## src/rtl/ltsm_multi_link_monitor.sv

```systemverilog
// Multi-link UCIe LTSM supervisor: sticky progress flags, transition
// counters, a round-robin state-change event stream and a run verdict.
module ltsm_multi_link_monitor #(
    parameter int NUM_LINKS      = 2,
    parameter int TIMEOUT_CYCLES = 100000,
    parameter int TO_W           = 24,
    parameter int CNT_W          = 8,
    parameter bit STOP_ON_ERROR  = 1'b1,
    localparam int LW = (NUM_LINKS > 1) ? $clog2(NUM_LINKS) : 1
) (
    input  logic                       clk_100MHz,
    input  logic                       reset,
    input  logic                       start_i,
    input  logic                       clear_i,
    input  logic [3*NUM_LINKS-1:0]     link_state_i,
    output logic [NUM_LINKS-1:0]       active_reached_o,
    output logic [NUM_LINKS-1:0]       trainerror_seen_o,
    output logic [NUM_LINKS-1:0]       illegal_state_o,
    output logic [CNT_W*NUM_LINKS-1:0] trans_cnt_o,
    output logic                       evt_valid_o,
    input  logic                       evt_ready_i,
    output logic [LW-1:0]              evt_link_o,
    output logic [2:0]                 evt_state_o,
    output logic                       evt_overflow_o,
    output logic                       running_o,
    output logic                       pass_o,
    output logic                       fail_o,
    output logic                       timeout_o
);

    typedef enum logic [1:0] {
        S_IDLE,
        S_RUN,
        S_PASS,
        S_FAIL
    } state_e;

    state_e               state_q;
    logic [TO_W-1:0]      timer_q;
    logic                 pass_q, fail_q, to_q;

    logic [2:0]           cur      [NUM_LINKS];
    logic [2:0]           prev_q   [NUM_LINKS];
    logic [CNT_W-1:0]     cnt_q    [NUM_LINKS];
    logic [2:0]           slot_s_q [NUM_LINKS];
    logic [2:0]           slot_s_d [NUM_LINKS];
    logic [NUM_LINKS-1:0] slot_v_q, slot_v_d;
    logic [NUM_LINKS-1:0] act_q, act_d;
    logic [NUM_LINKS-1:0] err_q, err_d;
    logic [NUM_LINKS-1:0] ill_q, ill_d;
    logic [NUM_LINKS-1:0] load;
    logic                 ovf_q, ovf_d;
    logic                 evt_v_q, evt_v_d;
    logic [LW-1:0]        evt_l_q, evt_l_d;
    logic [2:0]           evt_s_q, evt_s_d;
    logic [LW-1:0]        rr_q, rr_d, sel;
    logic                 run, pop, found;

    assign run = (state_q == S_RUN);
    assign pop = evt_v_q & evt_ready_i;

    always_comb begin
        act_d    = act_q;
        err_d    = err_q;
        ill_d    = ill_q;
        slot_v_d = slot_v_q;
        ovf_d    = ovf_q;
        load     = '0;
        for (int k = 0; k < NUM_LINKS; k++) begin
            cur[k]      = link_state_i[3*k +: 3];
            slot_s_d[k] = slot_s_q[k];
            load[k]     = run && (cur[k] != prev_q[k]);
            if (run && cur[k] == 3'b101) act_d[k] = 1'b1;
            if (run && cur[k] == 3'b110) err_d[k] = 1'b1;
            if (run && cur[k] == 3'b111) ill_d[k] = 1'b1;
            if (pop && evt_l_q == LW'(k)) slot_v_d[k] = 1'b0;
            // A reload landing on a popped slot keeps it valid, no loss
            if (load[k]) begin
                if (slot_v_q[k] && !(pop && evt_l_q == LW'(k)))
                    ovf_d = 1'b1;
                slot_v_d[k] = 1'b1;
                slot_s_d[k] = cur[k];
            end
        end
        if (clear_i) begin
            act_d    = '0;
            err_d    = '0;
            ill_d    = '0;
            slot_v_d = '0;
            ovf_d    = 1'b0;
        end
    end

    always_comb begin
        rr_d = rr_q;
        if (pop)
            rr_d = (int'(evt_l_q) == NUM_LINKS - 1) ? '0 : evt_l_q + LW'(1);
        sel   = '0;
        found = 1'b0;
        for (int i = 0; i < NUM_LINKS; i++) begin
            if (!found && slot_v_d[(int'(rr_d) + i) % NUM_LINKS]) begin
                found = 1'b1;
                sel   = LW'((int'(rr_d) + i) % NUM_LINKS);
            end
        end
        // A stalled event keeps its link; its state tracks overwrites
        if (evt_v_q && !evt_ready_i) begin
            evt_v_d = 1'b1;
            evt_l_d = evt_l_q;
            evt_s_d = slot_s_d[evt_l_q];
        end else begin
            evt_v_d = found;
            evt_l_d = found ? sel : '0;
            evt_s_d = found ? slot_s_d[sel] : 3'b000;
        end
        if (clear_i) begin
            rr_d    = '0;
            evt_v_d = 1'b0;
            evt_l_d = '0;
            evt_s_d = 3'b000;
        end
    end

    always_ff @(posedge clk_100MHz or posedge reset) begin
        if (reset) begin
            act_q    <= '0;
            err_q    <= '0;
            ill_q    <= '0;
            slot_v_q <= '0;
            ovf_q    <= 1'b0;
            evt_v_q  <= 1'b0;
            evt_l_q  <= '0;
            evt_s_q  <= 3'b000;
            rr_q     <= '0;
            for (int k = 0; k < NUM_LINKS; k++) begin
                prev_q[k]   <= 3'b000;
                cnt_q[k]    <= '0;
                slot_s_q[k] <= 3'b000;
            end
        end else begin
            act_q    <= act_d;
            err_q    <= err_d;
            ill_q    <= ill_d;
            slot_v_q <= slot_v_d;
            ovf_q    <= ovf_d;
            evt_v_q  <= evt_v_d;
            evt_l_q  <= evt_l_d;
            evt_s_q  <= evt_s_d;
            rr_q     <= rr_d;
            for (int k = 0; k < NUM_LINKS; k++) begin
                prev_q[k]   <= cur[k];
                slot_s_q[k] <= slot_s_d[k];
                if (clear_i)
                    cnt_q[k] <= '0;
                else if (load[k] && cnt_q[k] != '1)
                    cnt_q[k] <= cnt_q[k] + CNT_W'(1);
            end
        end
    end

    always_ff @(posedge clk_100MHz or posedge reset) begin
        if (reset) begin
            state_q <= S_IDLE;
            timer_q <= '0;
            pass_q  <= 1'b0;
            fail_q  <= 1'b0;
            to_q    <= 1'b0;
        end else if (clear_i) begin
            state_q <= S_IDLE;
            timer_q <= '0;
            pass_q  <= 1'b0;
            fail_q  <= 1'b0;
            to_q    <= 1'b0;
        end else begin
            unique case (state_q)
                S_IDLE: begin
                    timer_q <= '0;
                    if (start_i) state_q <= S_RUN;
                end
                S_RUN: begin
                    timer_q <= timer_q + TO_W'(1);
                    if (&act_d) begin
                        state_q <= S_PASS;
                        pass_q  <= 1'b1;
                    end else if (STOP_ON_ERROR && |err_d) begin
                        state_q <= S_FAIL;
                        fail_q  <= 1'b1;
                    end else if (timer_q == TO_W'(TIMEOUT_CYCLES - 1)) begin
                        state_q <= S_FAIL;
                        fail_q  <= 1'b1;
                        to_q    <= 1'b1;
                    end
                end
                default: ;
            endcase
        end
    end

    always_comb begin
        trans_cnt_o = '0;
        for (int k = 0; k < NUM_LINKS; k++)
            trans_cnt_o[CNT_W*k +: CNT_W] = cnt_q[k];
    end

    assign active_reached_o  = act_q;
    assign trainerror_seen_o = err_q;
    assign illegal_state_o   = ill_q;
    assign evt_valid_o       = evt_v_q;
    assign evt_link_o        = evt_l_q;
    assign evt_state_o       = evt_s_q;
    assign evt_overflow_o    = ovf_q;
    assign running_o         = run;
    assign pass_o            = pass_q;
    assign fail_o            = fail_q;
    assign timeout_o         = to_q;

endmodule
```

## config.mk

```make
export PLATFORM = sky130hd
export DESIGN_NAME = ltsm_multi_link_monitor
export DESIGN_NICKNAME = d
export VERILOG_FILES = /design/src/rtl/ltsm_multi_link_monitor.sv
export SDC_FILE = /design/constraint.sdc
export NUM_CORES = 1
export LEC_CHECK = 0
export ABC_AREA = 1
export ABC_CLOCK_PERIOD_IN_PS = 3410
export BUFFER_PORTS_ARGS = -buffer_cell sky130_fd_sc_hd__buf_2
export CORE_UTILIZATION = 50
export CTS_CLUSTER_DIAMETER = 40
export DETAILED_ROUTE_END_ITERATION = 8
export GPL_TIMING_DRIVEN = 0
export PLACE_DENSITY = 0.67
export SLEW_MARGIN = 10
export SYNTH_ARGS = -nofsm -noshare
export SYNTH_HDL_FRONTEND = slang
export SYNTH_SLANG_ARGS = --single-unit
```

## constraint.sdc

```tcl
create_clock -name clk_100MHz -period 3.41 [get_ports clk_100MHz]
set_input_delay 0.682 -clock clk_100MHz [delete_from_list [all_inputs] [get_ports clk_100MHz]]
set_output_delay 0.682 -clock clk_100MHz [all_outputs]
set_load 0.01 [all_outputs]
```

Word level (Yosys, flattened, before mapping)
Index checks and enable logic that the tools add are counted.
{"block": "totals", "register_bits": 72, "inputBits": 11, "output_inout_bits": 32, "elab_cells": 159}
{"block": "classes", "addsub": 5, "order_cmp": 4, "eq_ne": 17, "n_mux": 71, "bitwise": 5, "n_reduce_logical": 36}
{"operator": "24-bit case mux with 2 select lines", "n": 1}
{"operator": "1-bit 2-to-1 mux", "n": 44}
{"operator": "3-bit 2-to-1 mux", "n": 11}
{"operator": "8-bit 2-to-1 mux", "n": 4}
{"operator": "24-bit by 1-bit adder with 24-bit output, second input constant", "n": 1}
{"operator": "24-bit by 17-bit == test with 1-bit output, second input constant", "n": 1}
{"operator": "24-bit 2-to-1 mux", "n": 1}
{"operator": "3-bit == test, second input constant", "n": 6}
{"operator": "2-bit 2-to-1 mux", "n": 9}
{"operator": "8-bit by 1-bit adder with 8-bit output, second input constant", "n": 2}
{"operator": "1-bit logical AND", "n": 16}
{"operator": "8-bit != test, second input constant", "n": 2}
{"operator": "2-bit nonzero test", "n": 7}
{"operator": "2-bit != test, second input constant", "n": 3}
{"operator": "3-bit != test", "n": 2}
{"operator": "3-bit AND reduction", "n": 2}
{"operator": "3-bit nonzero test", "n": 2}
{"operator": "5-bit by 2-bit != test with 1-bit output, second input constant", "n": 1}
{"operator": "2-bit greater-or-equal comparator, second input constant", "n": 2}
{"operator": "1-bit zero test", "n": 4}
{"operator": "1-bit NOT with 2-bit output", "n": 2}
{"operator": "2-bit case mux with 2 select lines", "n": 1}
{"operator": "2-bit AND reduction", "n": 2}
{"operator": "4-bit AND reduction", "n": 1}
{"operator": "10 further kinds", "n": 11}

Logic depth before layout (Yosys ltp)
Gate-level depths: netlist of run 1.
{"block": "logic_depth", "depth_word": 18, "depth_mapped": 13, "mapped_depth_nobuf": 13}

Worst setup path after synthesis of run 1
OpenSTA, ideal clock, no wires.
{"block": "synth_timing", "kind": "input -> register", "startpoint": "in clear_i", "endpoint": "reg timer_q[10]", "setup_time_ns": 0.083, "arrival_time_ns": 1.666, "required_ns": 3.327, "setup_slack_ns": 1.662, "stages": 7, "n_path_buf": 2, "cell_sequence": "buf_2 nor2_1 inv_1 a21oi_1 inv_2 clkbuf_1 o22ai_1"}
{"block": "synth_between", "elab_chain_len": 1, "word_cells_on_any_way": 2, "classes_between": "mux: 1; reduce/logical: 1"}
{"item": "from (decl)", "line": "14", "rtl": "input logic clear_i,"}
{"item": "3-bit nonzero test (no line) or 24-bit 2-to-1 mux (tied branches)"}
{"item": "to (signal assigned)", "line": "181", "rtl": "timer_q <= timer_q + TO_W'(1);"}
{"item": "to (decl)", "line": "39", "rtl": "logic [TO_W-1:0] timer_q;"}
Several ways; a longest one is shown, not always the timed one.
A chain may end at the register's enable or synchronous reset.

Final worst setup path of run 1
{"block": "layout_timing", "startpoint": "reg state_q[0]", "endpoint": "out running_o"}
{"block": "layout_between", "elab_chain_len": 1}
{"item": "from (decl)", "line": "38", "rtl": "state_e state_q;"}
{"item": "from (signal assigned)", "line": "163", "rtl": "state_q <= S_IDLE;"}
{"item": "from (signal assigned)", "line": "169", "rtl": "state_q <= S_IDLE;"}
{"item": "from (signal assigned)", "line": "178", "rtl": "if (start_i) state_q <= S_RUN;"}
{"item": "2-bit by 1-bit == test with 1-bit output", "line": "59", "rtl": "assign run = (state_q == S_RUN);"}
{"item": "to (decl)", "line": "25", "rtl": "output logic running_o,"}
No other way between the ends.

==> metrics.md, run 1 <==
| Metric | Value |
|---|---|
| Status | `finished, final reports clean` |
| DRT iter0 DRCs | `144` |
| Crit path capture type | `primary output` |
| Crit path launch | `state_q[0]` |
| Area leader, netlist | `dfrtp_1` |
| DRC Markers | `0` |
| GRT Residual Overflow | `0` |
| Xor and xnor area share after synthesis | `2.79%` |
| Final min period | `1.91 ns` |
| Fin. Hold Viols | `0` |
| GRT Util Overall | `23.8%` |
| Area of the die | `7890 um2` |
| RSZ-0062 raised after global routing | `false` |
| Post-synthesis adder-cell area fraction | `0.996%` |
| Postcts setup bufs | `0` |
| Worst rel slew slack | `58.3%` |
| DR WL/cell | `13.6 um` |
| Power Density | `591 nW/um2` |
| Main combinational cell family by area after synthesis | `simple AND/OR/NAND/NOR gates` |
| Clock sinks | `72` |
| Layout cells sized above 1 | `18.3%` |
| Nets | `540` |
| Crit path arrival time | `1.23 ns` |
| Yosys reg bits | `72` |
| Slew Limit Fails | `0` |
| Hold Slack | `0.265 ns` |
| Max Buffers Root-to-Sink | `2` |
| Row cnt | `31` |
| Post-synthesis cell count | `473` |
| Slew @ Worst Pin | `0.625 ns` |
| Critical path class | `register to primary output` |
| Final setup violation count | `0` |
| Final period util | `56.1%` |
| Mapped Avg Cell Area | `7.96 um2` |
| Post-synth top cells | `nand2_1 (107), dfrtp_1 (72), inv_1 (63), nor2_1 (41), nand3_1 (29)` |
| Core Region | `7250 um2` |
| Register area share after synthesis | `47.8%` |
| Syn_nets | `487` |
| Routed vias | `3344` |
| Post-cts gate resize count | `0` |
| Vias per cell | `5.31` |
| Initial antenna violation count | `0` |
| H-tree levels | `3` |
| Top cells by area, synth | `dfrtp_1 (48%), nand2_1 (11%), inv_1 (6.3%)` |
| Async set-reset flop share out of synthesis | `100%` |
| Post-synth top flop | `dfrtp_1` |
| N_diodes | `0` |
| Largest net degree at the start of global routing | `55` |
| Cts hold-fix bufs | `0` |
| Yosys cell types | `40` |
| Post-synth EDFFs | `0` |
| Fmax | `0.523 GHz` |
| Routability cong. | `0.886` |
| LEAKAGE | `2.16 nW` |
| Synth Area in Compound Gates | `12.4%` |
| Initial Utilization | `51.9%` |
| Post-synthesis mux area share | `0%` |
| Critical Path RT | `2.73 ns` |
| Synth top area share | `47.8%` |
| CP startpoint kind | `register` |
| Ys Warns | `0` |
| PortBufs | `41` |
| Synth Cell Area | `3770 um2` |
| Max_cap viols | `0` |
| Die width | `88.8 um` |
| CTS tree | `done` |
| Area grow syn2layout | `16.0%` |
| TritonCTS buffer count | `9` |
| Most numerous cell in the Yosys netlist | `nand2_1` |
| RR Startpoint | `timer_q[0]` |
| Die height | `88.8 um` |
| # IOs | `43` |
| Drt total wl | `8.56 mm` |
| Worst vdd ir | `0.291 mV` |
| Vias in the first global route | `2970` |
| Clock Skew | `0.0104 ns` |
| First drt pass iteration count | `4` |
| Worst-skew pair later-pin latency | `0.35 ns` |
| Detailed Place HPWL | `6.34 mm` |
| Simple-gate share of the synthesized area | `27.7%` |
| Crit-path max FO | `10` |
| First-pass GRT wire length | `13.9 mm` |
| Overall power | `2.58 mW` |
| CTS root buf | `clkbuf_8` |
| Post-detailed-route count of antenna-violating nets | `0` |
| Hold crit path type | `input pin to async pin` |
| Clock slew at reported path FFs | `0.08 ns` |
-- layer usage --
metal  vias up  global-route usage [%]  share of wire [%]
met1      1593                    32.2                 48
met5         -                       0                  0
li1       1664                       -                  -
met2        75                    37.8                 47
met4         0                    9.09                1.3
met3        12                    4.76                4.1
-- placed cells by master, fill, tap and decap left out, drive strengths merged --
cell	count
nor2	49
nand3	30
o21a	3
inv	73
clkinvlp	2
o21bai	1
nand4	15
o31ai	6
o211a	1
dfrtp	72
a21oi	23
a31o	1
nor4b	1
o22ai	9
nor3b	1
a22oi	1
a22o	1
o21ai	29
o41ai	1
bufinv	3
a31oi	3
clkbuf	13
nand2	114
nor3	10
nand3b	1
ha	3
clkinv	1
xor2	9
nor4	4
xnor2	3
or2	1
buf	47
-- state kept, by name (all words and copies together), names as in the netlist, 2 cells and up --
register           cells
trainerror_seen_o      2
timer_q               24
state_q                2
illegal_state_o        2
prev_q                 6
slot_s_q               6
evt_state_o            3
trans_cnt_o           16
active_reached_o       2
slot_v_q               2
-- logic make-up (layout without fill, tap and decap cells) --
logic type / after synthesis / count (layout)
buffers and inverters: 81 / 139
AOI/OAI and AO/OA: 79 / 79
and+or+nand+nor: 226 / 226
DFF: 72 / 72
adders and majority gates: 3 / 3
xor gates and xnor gates: 12 / 12
-- worst paths after layout --
check | slack, ns | depth (start not counted) | end
worst min register to register | 0.50 | 2 | illegal_state_o[1]
worst max register to register | 1.55 | 9 | timer_q[18]
min in group clk_100MHz | 0.49 | 1 | prev_q[5]
worst max-delay path | 1.50 | 4 | running_o
worst min-delay path | 0.26 | 2 | evt_state_o[1]
max in group asynchronous | 2.59 | 3 | state_q[1]
-- per-stage QoR --
step / utilization, % / setup WS, ns / setup TNS [ns] / std cells / instance area [um2]
2_1_floorplan: - / 0.903 / 0 / 473 / 3770
3_3_place_gp: 56.5 / -0.0324 / -2.03 / 613 / 4100
6_report: 60.2 / 1.50 / 0 / 630 / 4370
4_1_cts: 60.2 / 1.49 / 0 / 630 / 4370
5_1_grt: 60.2 / 1.36 / 0 / 630 / 4370
3_5_place_dp: 56.9 / 1.17 / 0 / 614 / 4130
-- report_power, final --
| part | leakage [nW] | internal (mW) | switching (mW) |
|---|---|---|---|
| registers | 0.964 | 0.978 | 0.0728 |
| logic | 1.08 | 0.228 | 0.477 |
| clock network | 0.116 | 0.487 | 0.340 |
| total | 2.16 | 1.69 | 0.889 |
-- critical path: stages, from the launching register on --
cell,delay (ns)
dfrtp_1,0.38
inv_2,0.05
nor2_2,0.11
buf_4,0.20
buf_2,0.15
-- area by class of cell --
class                      count  area [um2]
tap                           99         124
multi-input combinational    320        1650
sequential                    72        1800
fill                         661        2880
timing repair buffer          42         233
buffer                         9        42.5
clock inverter                 7         119
clock buffer                   9         124
inverter                      72         273
(Power assumes the default switching activity.)
==> inputs of run 2 (changes only) <==
- ABC_CLOCK_PERIOD_IN_PS: 3410 -> 1800
- clock period: 3.41 -> 1.8 ns (I/O delays scaled with it)
==> metrics.md, run 2 (synthesis gave the netlist of run 1 again) <==
| Metric | Value |
|---|---|
| Status | `finished, final reports clean` |
| Routability cong. | `0.876` |
| Final min period | `1.79 ns` |
| Most frequent CP cell | `inv_2` |
| CP max-delay cell | `dfrtp_1` |
| Placed Area | `4140 um2` |
| Part of the power in combinational logic | `30.8%` |
| Non-filler cells, final | `650` |
| CP startpoint kind | `register` |
| Final setup violation count | `0` |
| Psw | `1.72 mW` |
| Max_cap viols | `0` |
| Worst-skew pair later-pin latency | `0.34 ns` |
| Family with the most delay on the worst path | `simple AND/OR/NAND/NOR gates` |
| H-tree levels | `3` |
| Reg area | `1800 um2` |
| Initial Utilization | `51.9%` |
| CTS root buf | `clkbuf_8` |
| Clock slew at reported path FFs | `0.08 ns` |
| Power Density | `1060 nW/um2` |
| Routed vias | `3436` |
| GRT Residual Overflow | `0` |
| Fin. Hold Viols | `0` |
| Cell area after layout | `4600 um2` |
| Crit-path max FO | `4` |
| Worst rel slew slack | `62.2%` |
| Leading cell type in the layout, fill and taps excluded | `nand2_1` |
| Critical Path RT | `2.04 ns` |
| Vias in the first global route | `3032` |
| DRT iter0 DRCs | `133` |
| CP bufs+invs | `4` |
| Row cnt | `31` |
| Largest stage delay, worst path | `0.40 ns` |
| Die height | `88.8 um` |
| Largest register FFs | `24` |
| Detailed Place HPWL | `6.54 mm` |
| GRT Util Overall | `23.8%` |
| RSZ-0062 raised after global routing | `true` |
| Slack of the critical path | `0.0135 ns` |
| Vias per cell | `5.29` |
| Area of the die | `7890 um2` |
| Slew @ Worst Pin | `0.567 ns` |
| Multi-input gate area | `1740 um2` |
| Clock sinks | `72` |
| CTS tree | `done` |
| N_diodes | `0` |
| Worst vdd ir | `0.497 mV` |
| Reg power frac | `40.9%` |
| Fmax | `0.560 GHz` |
| Internal power | `3.14 mW` |
| Die width | `88.8 um` |
| Core Region | `7250 um2` |
| Final period util | `99.3%` |
| Final Util | `63.4%` |
| Worst slack at placement | `-0.0757 ns` |
| Nets | `560` |
| Drt total wl | `9.27 mm` |
| First drt pass iteration count | `5` |
| Worst path cell trace | `ha_2, nand3_2, nor2_2, inv_2, nor2_2, inv_2, o21ai_4, buf_6, inv_2, a21oi_1, nor2_1` |
| # IOs | `43` |
| Largest net degree at the start of global routing | `34` |
| Number of placed instances, taps included | `615` |
| Clock share of power | `28.3%` |
| Post-detailed-route count of antenna-violating nets | `0` |
| Crit path arrival time | `2.03 ns` |
| PortBufs | `41` |
| TritonCTS buffer count | `9` |
| Hold crit path type | `input pin to register` |
| Initial antenna violation count | `0` |
| DR WL/cell | `14.3 um` |
| Area grow syn2layout | `22.0%` |
| Hold Slack | `0.173 ns` |
| Switching share of power | `35.4%` |
| Crit path capture type | `register` |
| Most frequent cells in the layout | `nand2_1 (106), dfrtp_1 (71), inv_1 (61), buf_2 (46), nor2_1 (38)` |
| Max Buffers Root-to-Sink | `2` |
| First-pass GRT wire length | `14.1 mm` |
| Filler cells | `649` |
| Slew Limit Fails | `0` |
| Critical path class | `register to register` |
| Layout cells sized above 1 | `24.0%` |
| DRC Markers | `0` |
| Clock Skew | `0.00794 ns` |
| LEAKAGE | `2.26 nW` |
| Biggest register | `timer_q` |
-- run 2: cell types whose count changed in the layout (fill, tap and decap cells not counted), sizes merged --
| cell | previous run | this run |
|---|---|---|
| clkinv | 1 | 2 |
| inv | 73 | 71 |
| clkbuf | 13 | 15 |
| dlygate4sd3 | 0 | 1 |
| bufinv | 3 | 1 |
| buf | 47 | 67 |
-- run 2: layout make-up --
cell class	count	area share, %
Inverter	72	5.96
Buffer	9	0.953
Tap cell	99	2.70
Clock buffer	12	3.59
Clock inverter	4	1.12
Sequential cell	72	39.2
Timing Repair Buffer	62	8.66
Multi-Input combinational cell	320	37.8
-- run 2: power groups by stage --
stage                     logic, mW  registers, mW  clock network, mW
final                          1.49           1.98               1.37
after global routing           1.66           2.01               1.47
after CTS                      1.36           1.99               1.39
after detailed placement       1.34           2.03                  0
after global placement         1.31           2.01                  0
after floorplan               0.863           2.06                  0
-- run 2: metrics by stage --
step	TNS (ns)	total power [mW]
6_report	0	4.85
5_1_grt	-0.344	5.15
4_1_cts	-0.00711	4.74
3_5_place_dp	-0.773	3.37
3_3_place_gp	-0.642	3.32
2_1_floorplan	0	2.92
-- run 2: worst paths after layout --
path	from	to	slack, ns	cells past startpoint
hold reg to reg	illegal_state_o[1]	illegal_state_o[1]	0.50	2
min in group asynchronous	reset	trans_cnt_o[13]	0.52	3
hold / removal	link_state_i[4]	prev_q[1]	0.17	1
setup / recovery	trans_cnt_o[9]	trans_cnt_o[10]	0.01	11
setup reg to reg	trans_cnt_o[9]	trans_cnt_o[10]	0.01	11
max in group asynchronous	reset	timer_q[2]	0.58	5
-- run 2: metal layers --
metal | routed length [um] | share of wire, % | vias up | GRT usage (%)
met3 | 372 | 4.0 | 16 | 4.66
met2 | 4450 | 48 | 96 | 37.4
met4 | 163 | 1.8 | 0 | 8.65
met1 | 4280 | 46 | 1631 | 32.7
li1 | - | - | 1693 | -
met5 | 0 | 0 | - | 0
-- run 2: repair_timing --
item / in CTS / in global routing
endpoints found under the hold margin: 13 / 0
buffers inserted: 0 / 18
hold buffers: 1 / 0
gates resized for setup: 3 / 22
pin swaps: 0 / 9
setup endpoints to repair: 9 / 28
